`config.mk`:
```
export PLATFORM = sky130hd
export DESIGN_NAME = display_event_scheduler_flat
export DESIGN_NICKNAME = d
export VERILOG_FILES = /design/src/rtl/display_event_scheduler_if.sv /design/src/rtl/display_event_scheduler.sv /design/src/flat_wrapper.sv
export SDC_FILE = /design/constraint.sdc
export NUM_CORES = 1
export LEC_CHECK = 0
export ABC_CLOCK_PERIOD_IN_PS = 3200
export CAP_MARGIN = 40
export CORE_AREA = 2 2 254 256
export CTS_BUF_LIST = sky130_fd_sc_hd__clkbuf_16
export DETAILED_ROUTE_END_ITERATION = 7
export DIE_AREA = 0 0 256 258
export GPL_ROUTABILITY_DRIVEN = 0
export PLACE_DENSITY = 0.53
export SYNTH_ARGS = -nofsm -noshare
export SYNTH_HDL_FRONTEND = slang
export SYNTH_SLANG_ARGS = --single-unit
```
`constraint.sdc`:
```
create_clock -name clk -period 3.2 [get_ports clk]
set_input_delay 0.64 -clock clk [delete_from_list [all_inputs] [get_ports clk]]
set_output_delay 0.64 -clock clk [all_outputs]
set_load 0.02 [all_outputs]
```
`src/rtl/display_event_scheduler_if.sv`:
```
`default_nettype none
// ============================================================================
//  Module      : display_event_scheduler_if
//  Description : Bus bundle for the display event scheduler. Carries the
//                per-requester message post/accept signals, the serialized
//                valid/ready word stream and the status outputs.
//                master : requester/host side (drives requests, out_ready)
//                slave  : scheduler side (drives req_ready, stream, status)
//  Ports       : req_valid, req_fmt, req_argc, req_args, req_ready,
//                out_valid, out_data, out_last, out_ready, err_argc, msg_count
//  Revision    : 1.0  initial release
// ============================================================================
interface display_event_scheduler_if #(
  parameter int NREQ     = 4,
  parameter int MAX_ARGS = 4,
  parameter int DATA_W   = 32,
  parameter int FMT_W    = 16
);
  logic [NREQ-1:0]                 req_valid;
  logic [NREQ*FMT_W-1:0]           req_fmt;
  logic [NREQ*4-1:0]               req_argc;
  logic [NREQ*MAX_ARGS*DATA_W-1:0] req_args;
  logic [NREQ-1:0]                 req_ready;
  logic                            out_valid;
  logic [DATA_W-1:0]               out_data;
  logic                            out_last;
  logic                            out_ready;
  logic                            err_argc;
  logic [15:0]                     msg_count;

  modport master (
    output req_valid, req_fmt, req_argc, req_args, out_ready,
    input  req_ready, out_valid, out_data, out_last, err_argc, msg_count
  );

  modport slave (
    input  req_valid, req_fmt, req_argc, req_args, out_ready,
    output req_ready, out_valid, out_data, out_last, err_argc, msg_count
  );
endinterface
`default_nettype wire

```
`src/rtl/display_event_scheduler.sv`:
```
`default_nettype none
// ============================================================================
//  Module      : display_event_scheduler
//  Description : Round-robin scheduler sharing one $display event channel
//                between NREQ requesters. A granted message is serialized as
//                a header word, an optional timestamp word and its arguments.
//  Ports       : clk  - clock
//                rst  - synchronous reset, active-high
//                bus  - display_event_scheduler_if.slave (requests, stream,
//                       err_argc sticky flag, msg_count)
//  Options     : DISPLAY_SCHED_TIMESTAMP_EN - adds a free-running 32-bit
//                cycle counter, latched at grant and sent as a TS word;
//                header bit 7 flags its presence.
//  Revision    : 1.0  initial release
// ============================================================================
module display_event_scheduler #(
  parameter int NREQ     = 4,
  parameter int MAX_ARGS = 4,
  parameter int DATA_W   = 32,
  parameter int FMT_W    = 16
) (
  input  wire logic               clk,
  input  wire logic               rst,
  display_event_scheduler_if.slave bus
);

  typedef enum logic [1:0] {
    S_IDLE = 2'd0,
    S_HDR  = 2'd1,
    S_ARG  = 2'd2
`ifdef DISPLAY_SCHED_TIMESTAMP_EN
    ,S_TS  = 2'd3
`endif
  } state_t;

  localparam logic [3:0] C_MAX_ARGS = 4'(MAX_ARGS);

  state_t            state_q, state_d;
  logic [2:0]        rr_q, rr_d;
  logic [2:0]        gnt_q, gnt_d;
  logic [FMT_W-1:0]  fmt_q, fmt_d;
  logic [3:0]        argc_q, argc_d;
  logic [3:0]        idx_q, idx_d;
  logic [DATA_W-1:0] args_q [MAX_ARGS];
  logic [DATA_W-1:0] args_d [MAX_ARGS];
  logic              err_q, err_d;
  logic [15:0]       cnt_q, cnt_d;
`ifdef DISPLAY_SCHED_TIMESTAMP_EN
  logic [31:0]       tsc_q, tsc_d;
  logic [31:0]       ts_q, ts_d;
  logic [DATA_W+31:0] ts_ext;
`endif

  // Round-robin pick: lowest valid index at or above rr_q wins, otherwise
  // the lowest valid index overall (wrap-around).
  logic       any_hi;
  logic [2:0] g_hi, g_lo, g_sel;
  always_comb begin
    any_hi = 1'b0;
    g_hi   = '0;
    g_lo   = '0;
    for (int i = NREQ - 1; i >= 0; i--) begin
      if (bus.req_valid[i]) begin
        g_lo = 3'(i);
        if (3'(i) >= rr_q) begin
          any_hi = 1'b1;
          g_hi   = 3'(i);
        end
      end
    end
    g_sel = any_hi ? g_hi : g_lo;
  end

  // Payload of the requester being granted.
  logic [FMT_W-1:0]  fmt_sel;
  logic [3:0]        argc_sel;
  logic [DATA_W-1:0] args_sel [MAX_ARGS];
  always_comb begin
    fmt_sel  = '0;
    argc_sel = '0;
    for (int j = 0; j < MAX_ARGS; j++) args_sel[j] = '0;
    for (int i = 0; i < NREQ; i++) begin
      if (g_sel == 3'(i)) begin
        fmt_sel  = bus.req_fmt[i*FMT_W +: FMT_W];
        argc_sel = bus.req_argc[i*4 +: 4];
        for (int j = 0; j < MAX_ARGS; j++)
          args_sel[j] = bus.req_args[(i*MAX_ARGS+j)*DATA_W +: DATA_W];
      end
    end
  end

  // Header fields are packed from bit 0, then fitted to DATA_W.
  logic               ts_flag;
  logic [31:0]        hdr32;
  logic [DATA_W+31:0] hdr_ext;
  logic [DATA_W-1:0]  arg_word;
  always_comb begin
`ifdef DISPLAY_SCHED_TIMESTAMP_EN
    ts_flag = 1'b1;
    ts_ext  = {{DATA_W{1'b0}}, ts_q};
`else
    ts_flag = 1'b0;
`endif
    hdr32    = {16'(fmt_q), 5'd0, gnt_q, ts_flag, 3'd0, argc_q};
    hdr_ext  = {{DATA_W{1'b0}}, hdr32};
    arg_word = '0;
    for (int j = 0; j < MAX_ARGS; j++)
      if (idx_q == 4'(j)) arg_word = args_q[j];
  end

  logic [NREQ-1:0]   req_ready;
  logic              out_valid, out_last;
  logic [DATA_W-1:0] out_data;

  always_comb begin
    state_d   = state_q;
    rr_d      = rr_q;
    gnt_d     = gnt_q;
    fmt_d     = fmt_q;
    argc_d    = argc_q;
    idx_d     = idx_q;
    args_d    = args_q;
    err_d     = err_q;
    cnt_d     = cnt_q;
`ifdef DISPLAY_SCHED_TIMESTAMP_EN
    tsc_d     = tsc_q + 32'd1;
    ts_d      = ts_q;
`endif
    req_ready = '0;
    out_valid = 1'b0;
    out_data  = '0;
    out_last  = 1'b0;

    case (state_q)
      S_IDLE: begin
        if (|bus.req_valid) begin
          req_ready = NREQ'(1) << g_sel;
          gnt_d     = g_sel;
          fmt_d     = fmt_sel;
          argc_d    = (argc_sel > C_MAX_ARGS) ? C_MAX_ARGS : argc_sel;
          args_d    = args_sel;
          idx_d     = '0;
          if (argc_sel > C_MAX_ARGS) err_d = 1'b1;
          rr_d      = (g_sel == 3'(NREQ - 1)) ? 3'd0 : g_sel + 3'd1;
`ifdef DISPLAY_SCHED_TIMESTAMP_EN
          ts_d      = tsc_q;
`endif
          state_d   = S_HDR;
        end
      end

      S_HDR: begin
        out_valid = 1'b1;
        out_data  = hdr_ext[DATA_W-1:0];
`ifdef DISPLAY_SCHED_TIMESTAMP_EN
        if (bus.out_ready) state_d = S_TS;
`else
        out_last  = (argc_q == 4'd0);
        if (bus.out_ready) begin
          if (argc_q == 4'd0) begin
            state_d = S_IDLE;
            cnt_d   = cnt_q + 16'd1;
          end else begin
            state_d = S_ARG;
          end
        end
`endif
      end

`ifdef DISPLAY_SCHED_TIMESTAMP_EN
      S_TS: begin
        out_valid = 1'b1;
        out_data  = ts_ext[DATA_W-1:0];
        out_last  = (argc_q == 4'd0);
        if (bus.out_ready) begin
          if (argc_q == 4'd0) begin
            state_d = S_IDLE;
            cnt_d   = cnt_q + 16'd1;
          end else begin
            state_d = S_ARG;
          end
        end
      end
`endif

      S_ARG: begin
        out_valid = 1'b1;
        out_data  = arg_word;
        out_last  = (idx_q == argc_q - 4'd1);
        if (bus.out_ready) begin
          if (idx_q == argc_q - 4'd1) begin
            state_d = S_IDLE;
            cnt_d   = cnt_q + 16'd1;
          end else begin
            idx_d   = idx_q + 4'd1;
          end
        end
      end

      default: state_d = S_IDLE;
    endcase
  end

  always_ff @(posedge clk) begin
    if (rst) begin
      state_q <= S_IDLE;
      rr_q    <= '0;
      gnt_q   <= '0;
      fmt_q   <= '0;
      argc_q  <= '0;
      idx_q   <= '0;
      for (int j = 0; j < MAX_ARGS; j++) args_q[j] <= '0;
      err_q   <= 1'b0;
      cnt_q   <= '0;
`ifdef DISPLAY_SCHED_TIMESTAMP_EN
      tsc_q   <= '0;
      ts_q    <= '0;
`endif
    end else begin
      state_q <= state_d;
      rr_q    <= rr_d;
      gnt_q   <= gnt_d;
      fmt_q   <= fmt_d;
      argc_q  <= argc_d;
      idx_q   <= idx_d;
      args_q  <= args_d;
      err_q   <= err_d;
      cnt_q   <= cnt_d;
`ifdef DISPLAY_SCHED_TIMESTAMP_EN
      tsc_q   <= tsc_d;
      ts_q    <= ts_d;
`endif
    end
  end

  assign bus.req_ready = req_ready;
  assign bus.out_valid = out_valid;
  assign bus.out_data  = out_data;
  assign bus.out_last  = out_last;
  assign bus.err_argc  = err_q;
  assign bus.msg_count = cnt_q;

endmodule
`default_nettype wire

```
`src/flat_wrapper.sv`:
```
// flat-port wrapper written by rule: the top's interface ports become plain ports
module display_event_scheduler_flat 
#(
  parameter int NREQ     = 4,
  parameter int MAX_ARGS = 4,
  parameter int DATA_W   = 32,
  parameter int FMT_W    = 16
)
  (clk, rst, bus_req_valid, bus_req_fmt, bus_req_argc, bus_req_args, bus_out_ready, bus_req_ready, bus_out_valid, bus_out_data, bus_out_last, bus_err_argc, bus_msg_count);
  display_event_scheduler_if #(.NREQ(NREQ), .MAX_ARGS(MAX_ARGS), .DATA_W(DATA_W), .FMT_W(FMT_W)) bus_i ();
  input  wire logic clk;
  input  wire logic rst;
  input wire logic [$bits(bus_i.req_valid)-1:0] bus_req_valid;
  input wire logic [$bits(bus_i.req_fmt)-1:0] bus_req_fmt;
  input wire logic [$bits(bus_i.req_argc)-1:0] bus_req_argc;
  input wire logic [$bits(bus_i.req_args)-1:0] bus_req_args;
  input wire logic [$bits(bus_i.out_ready)-1:0] bus_out_ready;
  output wire logic [$bits(bus_i.req_ready)-1:0] bus_req_ready;
  output wire logic [$bits(bus_i.out_valid)-1:0] bus_out_valid;
  output wire logic [$bits(bus_i.out_data)-1:0] bus_out_data;
  output wire logic [$bits(bus_i.out_last)-1:0] bus_out_last;
  output wire logic [$bits(bus_i.err_argc)-1:0] bus_err_argc;
  output wire logic [$bits(bus_i.msg_count)-1:0] bus_msg_count;
  assign bus_i.req_valid = bus_req_valid;
  assign bus_i.req_fmt = bus_req_fmt;
  assign bus_i.req_argc = bus_req_argc;
  assign bus_i.req_args = bus_req_args;
  assign bus_i.out_ready = bus_out_ready;
  assign bus_req_ready = bus_i.req_ready;
  assign bus_out_valid = bus_i.out_valid;
  assign bus_out_data = bus_i.out_data;
  assign bus_out_last = bus_i.out_last;
  assign bus_err_argc = bus_i.err_argc;
  assign bus_msg_count = bus_i.msg_count;
  display_event_scheduler #(.NREQ(NREQ), .MAX_ARGS(MAX_ARGS), .DATA_W(DATA_W), .FMT_W(FMT_W)) u_core (.clk(clk), .rst(rst), .bus(bus_i));
endmodule
```
==> impl_metrics.yaml <==
outcome:
  outcome: "finished with violations"
  failed_checks: "setup timing"
route:
  drtAntennaViolNets: 0
  vias_per_cell: 4.84
  dr_total_vias: 15593
  drt_first_iter_violations: 870
  firstDrtPassIters: 5
  route.final.wire_length_um: 67500
  routed_wire_length_per_instance_um: 20.9
  drc_violation_count_after_routing: 0
sta:
  report.final.hold_viol_count: 0
  skew_ps: 11.7
  slew-limit-headroom_pct: 49.6
  tightest_slew_ps: 756
  final.setup.worst_slack_ps: -37.1
  rsz_0062_raised_after_global_routing: "yes"
  finalCriticalPeriod_ps: 3240
  fmax_mhz: 309
  slew_violations: 0
  final.period_utilization_pct: 101
  final-setup-viol-count: 2
  setup-tns-final_ps: -60.8
cells_and_area:
  area_of_the_multi_input_gates_um2: 8420
  area.sequential_um2: 3510
  final_core_util_pct: 34.4
  layout.filler_cells: 6703
  number_of_antenna_cells_inserted: 0
  final_net_count: 2967
  fraction_of_layout_cells_with_a_size_suffix_above_1_pct: 13.3
  synthToLayoutAreaGrowth_pct: 78.2
  final_std_cell_area_no_fill_um2: 21900
synthesis:
  syn-cell-area_um2: 12300
  mappedNetlistNets: 2310
  synthesis.area_per_instance_um2: 7.25
  warnings_from_yosys: 0
  synth_flop_cell: "dfxtp_1"
  postSynthRegisterBits: 175
  synth_seq_area_share_pct: 28.5
  post_synth_inst_count: 1697
  synthDistinctLibCells: 51
  synth-async-reset-ratio_pct: 0
  synth_edf_count: 0
clocking:
  clockRootBuffer: "clkbuf_16"
  cts_clock_pin_slew_for_the_worst_setup_and_hold_paths_ps: 70
  tritoncts_num_sinks: 175
  numCtsBuffers: 17
  clk_latency_ps: 490
  tritoncts: "yes"
  ctsLongestPathBuffers: 2
  hold_buffers: 0
  cts-htree-levels: 4
floorplan:
  floorplan.initialDensity_pct: 19.3
  die-width_um: 256
  num_rows: 93
  core_area_um2: 63600
  top_level_ports: 654
  die_y_extent_um: 258
  fp.dieArea_um2: 66000
critical_path:
  worstPathMaxFanout: 8
  worstReg2RegEnd: "u_core.args_q[114]"
  regToRegSetupSlack_ps: 280
  crit-reg2reg-launch: "u_core.rr_q[1]"
  worstSetupEndpointType: "output pin"
  cp-start-kind: "register"
  worst_ep_arrival_time_ps: 2600
  crit_type: "register to output pin"
  worst-r2r-cell-count: 13
  required_ps: 2560
global_routing:
  grt_start_max_net_pins: 98
  track_usage_pct: 19.7
  grt_antenna_before_repair: 1
  globalRoute.totalOverflow: 0
  grt_first_pass_wirelength_um: 99000
  first_global_vias: 15873
placed_design:
  dp_hpwl_um: 53500
  post-place-ws_ps: -586
  post_dp_cell_area_um2: 20600
  port_buffers: 653
worst_hold_path:
  timing.hold.worst.start: "u_core.gnt_q[0]"
  min-delay-path-class: "register to register"
  worst_hold_path.num_cells: 2
  whs_endpoint: "u_core.gnt_q[0]"
pwr:
  vdd_drop_max_v: 0.000419
  power_density_nw_per_um2: 739
  leakagePower_nw: 7.86
run:
  cap_violations: 0
[cell type report]
type | count | share of cell area (%)
clock buffers | 17 | 1.94
clock inverters | 15 | 0.730
inverters | 14 | 0.257
multi-input cells | 1319 | 38.4
flip-flops and latches | 175 | 16.0
well taps | 855 | 4.88
repair buffers | 827 | 37.8
[metrics by stage]
stage          power [mW]  hold slack, ps  cells
2_1_floorplan        8.90             437   1697
3_3_place_gp         13.5             449   3162
3_5_place_dp         13.6             454   3163
4_1_cts              16.3             465   3208
5_1_grt              17.5             485   3222
6_report             16.2             459   3222
[critical path, stage by stage (launching register included)]
cell and delay, ps:
dfxtp_4 360, buf_6 110, ha_4 180, buf_12 140
buf_16 140, buf_12 140, nand2_4 70, o21ai_4 60
o211ai_1 450, a21o_1 200, a21boi_1 60, buf_4 160
[sequential cells by signal, indices dropped and copies added, names as in the netlist]
signal and flops:
u_core.argc_q 4, u_core.rr_q 2, u_core.bus.err_argc 1, u_core.state_q 2, u_core.bus.msg_count 16, u_core.idx_q 4
u_core.fmt_q 16, u_core.args_q 128, u_core.gnt_q 2
[cell usage after synthesis (4+ instances only)]
cell type	instances	area [um^2]
nand3_1	10	50.1
o211ai_1	22	165
or2_2	4	25.0
buf_2	30	150
nand2b_1	24	150
a21boi_0	22	165
inv_1	14	52.6
and3_1	4	25.0
and2_1	7	43.8
clkbuf_1	154	578
a21oi_1	34	170
mux2i_1	12	120
or3_1	4	25.0
and3b_1	10	87.6
nor2b_1	156	976
a211oi_1	144	1080
or4_1	8	60.1
o311ai_0	4	35.0
mux2_2	4	45.0
dfxtp_1	175	3500
nor3_1	295	1480
nand2_1	119	447
nand4_1	5	31.3
a221oi_1	146	1280
o31ai_1	11	82.6
a21o_1	22	165
o21ai_0	41	205
nor2_1	165	619
ha_1	14	175
buf_1	4	15.0
[how the worst max path moves through the flow]
stage	startpoint	to	slack, ps	depth (start not counted)
2_1_floorplan	bus_req_valid[2]	bus_req_ready[3]	60	8
3_3_place_gp	bus_req_valid[0]	u_core.args_q[109]	-530	12
3_5_place_dp	bus_req_valid[0]	u_core.args_q[109]	-590	12
4_1_cts	u_core.idx_q[0]	bus_out_data[29]	-130	11
5_1_grt	u_core.idx_q[0]	bus_out_data[29]	-150	10
6_report	u_core.idx_q[0]	bus_out_data[8]	-40	11
[cells in the final DEF, fill, tap and decap left out, drive strengths merged, types with 3 or more instances in the layout]
cell type / Yosys / layout
xnor2: 3 / 3
mux2i: 12 / 12
o31ai: 11 / 11
o21ai: 41 / 41
dlymetal6s2s: 0 / 3
dfxtp: 175 / 175
nor2: 165 / 165
o211ai: 22 / 22
nand2b: 24 / 24
nor4: 3 / 3
ha: 14 / 14
clkinv: 0 / 4
clkdlybuf4s50: 0 / 613
or2: 4 / 4
nand4: 5 / 5
nand2: 119 / 119
clkbuf: 154 / 18
xor2: 3 / 3
nor2b: 156 / 156
o311ai: 4 / 4
o41ai: 3 / 3
buf: 35 / 207
nor3: 296 / 296
or4: 8 / 8
dlygate4sd2: 0 / 3
or3: 4 / 4
a21oi: 34 / 34
a221oi: 146 / 146
nand3: 11 / 11
and2: 8 / 8
mux2: 4 / 4
a211oi: 144 / 144
a21boi: 22 / 22
and3: 4 / 4
inv: 14 / 23
and3b: 10 / 10
a21o: 22 / 22
[where the power goes]
part	total, mW	leakage [nW]	internal (mW)	switching [mW]
Combinational	10.3	6.12	4.67	5.61
Sequential	3.75	1.45	3.07	0.684
Clock	2.17	0.286	1.05	1.12
Total	16.2	7.86	8.78	7.41
[metal layers]
metal,vias up,GRT usage [%],routed length (um)
met3,70,3.65,3060
li1,7645,-,-
met4,2,5.57,1360
met2,487,36.0,34700
met1,7389,23.4,28300
met5,-,0,13
[kinds of logic after synthesis]
family	after synthesis	synth area share, %
AO/OA/AOI/OAI	458	28.1
XOR/XNOR	7	0.610
adder cells (fa/ha/maj)	14	1.42
buffers and inverters	203	6.56
flip-flops	175	28.5
multiplexers	16	1.34
AND/OR/NAND/NOR	824	33.5
[what timing repair did]
item | in CTS | in global routing
setup buffers | 10 | 17
pin swaps | 20 | 31
setup endpoints to repair | 38 | 83
cloned | 4 | 0
resized for setup | 235 | 68
Power figures use the tool's default switching activity.
